### config.mk
export PLATFORM = sky130hd
export DESIGN_NAME = register_file
export DESIGN_NICKNAME = d
export VERILOG_FILES = /design/src/rtl/register_file_pkg.sv /design/src/rtl/reg_scoreboard.sv /design/src/rtl/register_file.sv
export SDC_FILE = /design/constraint.sdc
export NUM_CORES = 1
export LEC_CHECK = 0
export ABC_AREA = 0
export CORE_ASPECT_RATIO = 1.5
export CORE_MARGIN = 2
export CORE_UTILIZATION = 57
export DETAILED_ROUTE_END_ITERATION = 12
export HOLD_SLACK_MARGIN = 0.02
export PLACE_DENSITY = 0.87
export SYNTH_ARGS = -nofsm -noshare
export SYNTH_HDL_FRONTEND = slang
export SYNTH_HIERARCHICAL = 1
export SYNTH_SLANG_ARGS = --single-unit
### constraint.sdc
create_clock -name clk -period 3.45 [get_ports clk]
set_input_delay 1.035 -clock clk [delete_from_list [all_inputs] [get_ports clk]]
set_output_delay 1.035 -clock clk [all_outputs]
set_load 0.01 [all_outputs]
### src/rtl/register_file_pkg.sv
// Shared helpers for the register-file slice; nothing here depends on a particular
// block's parameters.
package register_file_pkg;

    function automatic logic addr_in_range(input int unsigned addr, input int unsigned depth);
        return addr < depth;
    endfunction

endpackage

### src/rtl/reg_scoreboard.sv
// Pending-write scoreboard: one bit per register, set by a producer issue and
// cleared by the matching write; two combinational lookup ports.
module reg_scoreboard
    import register_file_pkg::*;
#(
    parameter  int DEPTH  = 8,
    localparam int ADDR_W = $clog2(DEPTH)
) (
    input  logic              clk,
    input  logic              rst,
    input  logic              set_en,
    input  logic [ADDR_W-1:0] set_addr,
    input  logic              clr_en,
    input  logic [ADDR_W-1:0] clr_addr,
    input  logic [ADDR_W-1:0] a_addr,
    output logic              a_busy,
    input  logic [ADDR_W-1:0] b_addr,
    output logic              b_busy
);

    logic [DEPTH-1:0] pending;

    logic set_ok, clr_ok, a_ok, b_ok;
    assign set_ok = set_en && addr_in_range(32'(set_addr), DEPTH);
    assign clr_ok = clr_en && addr_in_range(32'(clr_addr), DEPTH);
    assign a_ok   = addr_in_range(32'(a_addr), DEPTH);
    assign b_ok   = addr_in_range(32'(b_addr), DEPTH);

    // The set is scheduled after the clear so a same-address collision leaves the bit set.
    always_ff @(posedge clk or posedge rst) begin
        if (rst) begin
            pending <= '0;
        end else begin
            if (clr_ok) pending[clr_addr] <= 1'b0;
            if (set_ok) pending[set_addr] <= 1'b1;
        end
    end

    always_comb begin
        a_busy = 1'b0;
        b_busy = 1'b0;
        if (a_ok) a_busy = pending[a_addr];
        if (b_ok) b_busy = pending[b_addr];
    end

endmodule

### src/rtl/register_file.sv
// DEPTH x WIDTH register file with two combinational read ports and a pending-write
// scoreboard. Define REGISTER_FILE_BYPASS_EN to forward same-cycle write data to reads.
module register_file
    import register_file_pkg::*;
#(
    parameter  int WIDTH  = 8,
    parameter  int DEPTH  = 8,
    localparam int ADDR_W = $clog2(DEPTH)
) (
    input  logic              clk,
    input  logic              rst,
    input  logic              w_en,
    input  logic [ADDR_W-1:0] w_addr,
    input  logic [WIDTH-1:0]  d_in,
    input  logic [ADDR_W-1:0] ra_addr,
    output logic [WIDTH-1:0]  ra_out,
    input  logic [ADDR_W-1:0] rb_addr,
    output logic [WIDTH-1:0]  rb_out,
    input  logic              busy_set,
    input  logic [ADDR_W-1:0] busy_addr,
    output logic              ra_busy,
    output logic              rb_busy
);

    logic [WIDTH-1:0] regs [DEPTH];
    logic             w_ok, ra_ok, rb_ok;
    logic             sb_a_busy, sb_b_busy;

    assign w_ok  = w_en && addr_in_range(32'(w_addr), DEPTH);
    assign ra_ok = addr_in_range(32'(ra_addr), DEPTH);
    assign rb_ok = addr_in_range(32'(rb_addr), DEPTH);

    always_ff @(posedge clk or posedge rst) begin
        if (rst) begin
            for (int i = 0; i < DEPTH; i++) regs[i] <= '0;
        end else if (w_ok) begin
            regs[w_addr] <= d_in;
        end
    end

    // Every write retires the pending mark of its target register.
    reg_scoreboard #(.DEPTH(DEPTH)) u_scoreboard (
        .clk      (clk),
        .rst      (rst),
        .set_en   (busy_set),
        .set_addr (busy_addr),
        .clr_en   (w_en),
        .clr_addr (w_addr),
        .a_addr   (ra_addr),
        .a_busy   (sb_a_busy),
        .b_addr   (rb_addr),
        .b_busy   (sb_b_busy)
    );

    always_comb begin
        ra_out  = '0;
        ra_busy = 1'b0;
        if (!rst && ra_ok) begin
            ra_out  = regs[ra_addr];
            ra_busy = sb_a_busy;
`ifdef REGISTER_FILE_BYPASS_EN
            if (w_en && (w_addr == ra_addr)) begin
                ra_out  = d_in;
                ra_busy = busy_set && (busy_addr == ra_addr);
            end
`endif
        end
    end

    always_comb begin
        rb_out  = '0;
        rb_busy = 1'b0;
        if (!rst && rb_ok) begin
            rb_out  = regs[rb_addr];
            rb_busy = sb_b_busy;
`ifdef REGISTER_FILE_BYPASS_EN
            if (w_en && (w_addr == rb_addr)) begin
                rb_out  = d_in;
                rb_busy = busy_set && (busy_addr == rb_addr);
            end
`endif
        end
    end

endmodule

Word level (Yosys, flattened, before mapping)
Index checks and enable logic that the tools add are counted.

word-level totals
  flip-flop bits (word level) = 72
  bits in latches = 0
  memory bits (writable) = 0
  bits in read-only memories = 0
  bits of input ports = 24
  output and inout port bits = 18
  logic and storage cells = 51
  memories = 0

operators by class
  add/sub/neg operators = 0
  $mul = 0
  divide/modulo/power cells = 0
  magnitude comparators = 10
  equal/unequal tests = 0
  shift-type cells = 0
  mux-type cells = 23
  bitwise logic cells = 6
  reduce and logical (&&, ||, !) cells = 3

operators by type and width
  kind                                                               number
  two-way mux 8 bit                                                  9
  bitwise mux 64 bit                                                 1
  binary-select mux 8 bit (select 3 bit)                             2
  demux 8 bit (select 3 bit)                                         1
  < comparator 3 x 4 -> 1 bit, second input constant                 4
  greater-or-equal comparator 4 bit, second input constant           3
  NOT 3 -> 4 bit                                                     3
  AND 8 bit                                                          1
  NOT 8 bit                                                          1
  bitwise OR 8 bit                                                   1
  binary-select mux 1 bit (select 3 bit)                             2
  demux 1 bit (select 3 bit)                                         2
  greater-or-equal comparator 3 x 1 -> 1 bit, second input constant  2
  two-way mux 1 bit                                                  6
  < comparator 4 x 1 -> 1 bit, second input constant                 1
  logical AND 1 bit                                                  3

Longest topological paths before layout
  word-level depth = 9
  depth in mapped cells = 5
  mapped depth without buffers = 3

By module
The synthesis kept the hierarchy.

modules (own cells, without submodules)
  module          times used  cells each  area an instance (um^2)  sequential area each (um^2)
  register_file   1           221         3611.0                   1601.5
  reg_scoreboard  1           37          513.0                    200.2

Least setup slack after synthesis
No wires, ideal clock.

  path kind = input -> output
  from = input rb_addr[1]
  to = output rb_out[5]
  arrival time = 2041 ps
  data required time = 2415 ps
  slack = 374 ps
  stages = 5
  buffers on the path = 2
  cells stage by stage = buf_6 -> buf_6 -> mux4_1 -> mux2i_1 -> nor2_1

on the way
  longest elaborated chain between the ends = 5

ends and longest elaborated chain
  element                                                RTL line             text
  start: declaration                                     register_file.sv:17  input logic [ADDR_W-1:0] rb_addr,
  NOT 3 -> 4 bit (implied by the code)                   register_file.sv:74  rb_out = regs[rb_addr];
  binary-select mux 8 bit (select 3 bit)                 register_file.sv:74
  two-way mux 8 bit (implied by the code) (2 in series)  register_file.sv:74
  two-way mux 8 bit                                      register_file.sv:73  if (!rst && rb_ok) begin
  end: declaration                                       register_file.sv:18  output logic [WIDTH-1:0] rb_out,

Every way passes these cells. The select of a mux whose other input is x is not followed.

Worst setup path after layout
Ends and elaborated chain as after synthesis.

==> impl_metrics.tcl <==
set metrics [dict create \
    async_reset_ff_frac 1.00 \
    hold_violations 0 \
    worst-endpoint-required_ps 2410 \
    grt_overflow_total 0 \
    status "complete, no violations" \
    cp-end-kind "output port" \
    cts_root_buf "clkbuf_8" \
    syn_to_final_growth_pct 20.6 \
    r2r_slack_ps 2620 \
    rows 38 \
    vias_per_cell 6.61 \
    timing.critical_path.from "rb_addr[1]" \
    first_iter_violations 277 \
    synth_fp_nets 282 \
    worstRegToRegCells 1 \
    path_clk_slew_ps 70 \
    critical_path_arrival_ps 2390 \
    grt_pass1_wl_um 15100 \
    r2r_end "regs[0]" \
    ys.flop_type "dfrtp_1" \
    seqPwrFrac 0.467 \
    diodes 0 \
    fin_util 0.697 \
    die_area_um2 7950 \
    ys_types 24 \
    initial_core_util 0.578 \
    worst-path-stages 6 \
    synth_area_um2 4120 \
    maxCapViolCount 0 \
    ys_warn_count 6 \
    crit_chain "buf_6 > bufbuf_16 > mux4_1 > mux2i_1 > nor2_1 > clkdlybuf4s15_1" \
    irDropWorstVdd_mv 0.271 \
    crit_path_end "rb_out[5]" \
    min_period_ps 3430 \
    crit_family "multiplexers" \
    place_area_um2 4710 \
    power_density_nw_per_um2 506 \
    critPathKind "primary input to output port" \
    p_comb_frac 0.264 \
    reg2reg_from "regs[0]" \
    yosysSeqAreaShare 0.437 \
    ios 42 \
    switchingPower_w 0.000690 \
    dpl.hpwl_um 6290 \
    place_inst 383 \
    rsz0062_at_grt "false" \
    hold_path.class "flip-flop to flip-flop" \
    max_stage_delay_ps 540 \
    die_h_um 108 \
    grt_max_degree 35 \
    mostFrequentLayoutCells "dfrtp_1, mux2_2, mux4_1" \
    first_pass_iters 4 \
    antenna_found_initial 0 \
    layout_commonest_cell "dfrtp_1" \
    setup_violations 0 \
    cts_tree "built" \
    pre_cts_ws_ps -689 \
    finClkSkew_ps 0 \
    crit_fanout 4 \
    grt_util_all_layers 0.264 \
    slowest_stage "mux4_1" \
    routabilityCongestion 0.807 \
    ys_ff_latch 72 \
    synth_edf_count 0 \
    tightest_slew_ps 699 \
    drt-total-wl_um 9610 \
    port_buffers 41 \
    final_area_um2 4970 \
    ant_nets 0 \
    p_int_w 0.00182 \
    route.detailed.drc 0 \
    fin_cells 403 \
    first_global_vias 2744 \
    p_sw_frac 0.274 \
    leakage_nw 2.18 \
    drive_gt1_frac 0.406 \
    synthCells 258 \
    vias 2665 \
    coreArea_um2 7130 \
    final_nets 342 \
    fp.dieW_um 73.5 \
    wl_per_cell_um 23.9 \
    path_buf_inv 3 \
    cts_inserted_buffers 9 \
    clk-insertion-delay-late_ps 350 \
    worst_slack_ps 24.0 \
    pwr-share-clk 0.269 \
    relSlewSlack 0.531 \
    fin_crit_sh 0.993 \
    start_kind "primary input" \
    clock.fmax_ghz 0.292 \
    synth_area_per_cell_um2 16.0 \
    cts_htree_levels 3 \
    cts.sinks 72 \
    clockBufferDepth 2 \
    drv_slew 0 \
]
power by group through the flow:
| stage | combinational, W | sequential, W | clock (W) |
|---|---|---|---|
| 6_report | 0.000664 | 0.00117 | 0.000676 |
| 5_1_grt | 0.000709 | 0.00120 | 0.000736 |
| 4_1_cts | 0.000659 | 0.00116 | 0.000691 |
| 3_5_place_dp | 0.000660 | 0.00118 | 0 |
| 3_3_place_gp | 0.000634 | 0.00116 | 0 |
| 2_1_floorplan | 0.000475 | 0.00112 | 0 |
routing by layer:
| layer | vias to the layer above | share of wire | routed length (um) | GRT usage |
|---|---|---|---|---|
| met5 | - | 0 | 0 | 0 |
| met4 | 0 | 0.023 | 221 | 0.0987 |
| met3 | 19 | 0.052 | 496 | 0.0634 |
| met2 | 102 | 0.55 | 5260 | 0.452 |
| met1 | 1389 | 0.38 | 3640 | 0.317 |
| li1 | 1155 | - | - | - |
worst min path at each step:
stage	startpoint	end	slack, ps	depth (start not counted)
4_1_cts	regs[37]	regs[37]	520	1
6_report	regs[61]	regs[61]	530	1
3_3_place_gp	regs[36]	regs[36]	500	1
3_5_place_dp	u_scoreboard/pending[1]	u_scoreboard/pending[1]	500	1
5_1_grt	regs[49]	regs[49]	550	1
2_1_floorplan	u_scoreboard/pending[7]	u_scoreboard/pending[7]	460	1
metrics by stage:
step,hold slack [ps],power [W],TNS (ps)
after global placement,497,0.00179,-10750
after floorplan,462,0.00159,0
after global routing,553,0.00264,0
final,527,0.00251,0
after CTS,524,0.00251,-22.3
after detailed placement,502,0.00184,-11160
cell usage after synthesis (2+ instances only):
library cell,instances,area share
a32o_1,4,0.0097
buf_2,6,0.0073
mux2i_1,16,0.039
nand2_1,3,0.0027
inv_1,2,0.0018
clkbuf_1,4,0.0036
buf_6,5,0.014
mux4_1,33,0.21
nand4b_1,6,0.013
nor3b_4,2,0.0091
nor2_1,17,0.015
dfrtp_1,72,0.44
mux2_2,66,0.18
mux4_2,3,0.016
nand4_1,2,0.0030
nand4bb_1,3,0.0082
a22o_1,3,0.0064
nor2b_1,5,0.0076
what timing repair did:
item	in CTS	in global routing
setup buffers	1	0
gates cloned	3	0
gates resized for setup	50	13
setup endpoints to repair	18	12
hold buffers	0	0
flip-flops by register name (all words and copies together), names as in the netlist:
signal and cells:
u_scoreboard/pending 8, regs 64
cell type report:
type,instances,area [um2]
flip-flops and latches,72,1800
clock inverters,5,55.1
fillers,481,2160
inverters,2,7.51
multi-input cells,168,2180
well taps,80,100
clock buffers,11,151
repair buffers,65,681
logic make-up after synthesis:
group / Yosys count / synth area share
AO/OA/AOI/OAI: 8 / 0.0182
buffers and inverters: 18 / 0.0282
flip-flops: 72 / 0.437
multiplexers: 118 / 0.446
AND/OR/NAND/NOR: 42 / 0.0710
Note: power is estimated with default switching activity, not from simulation.
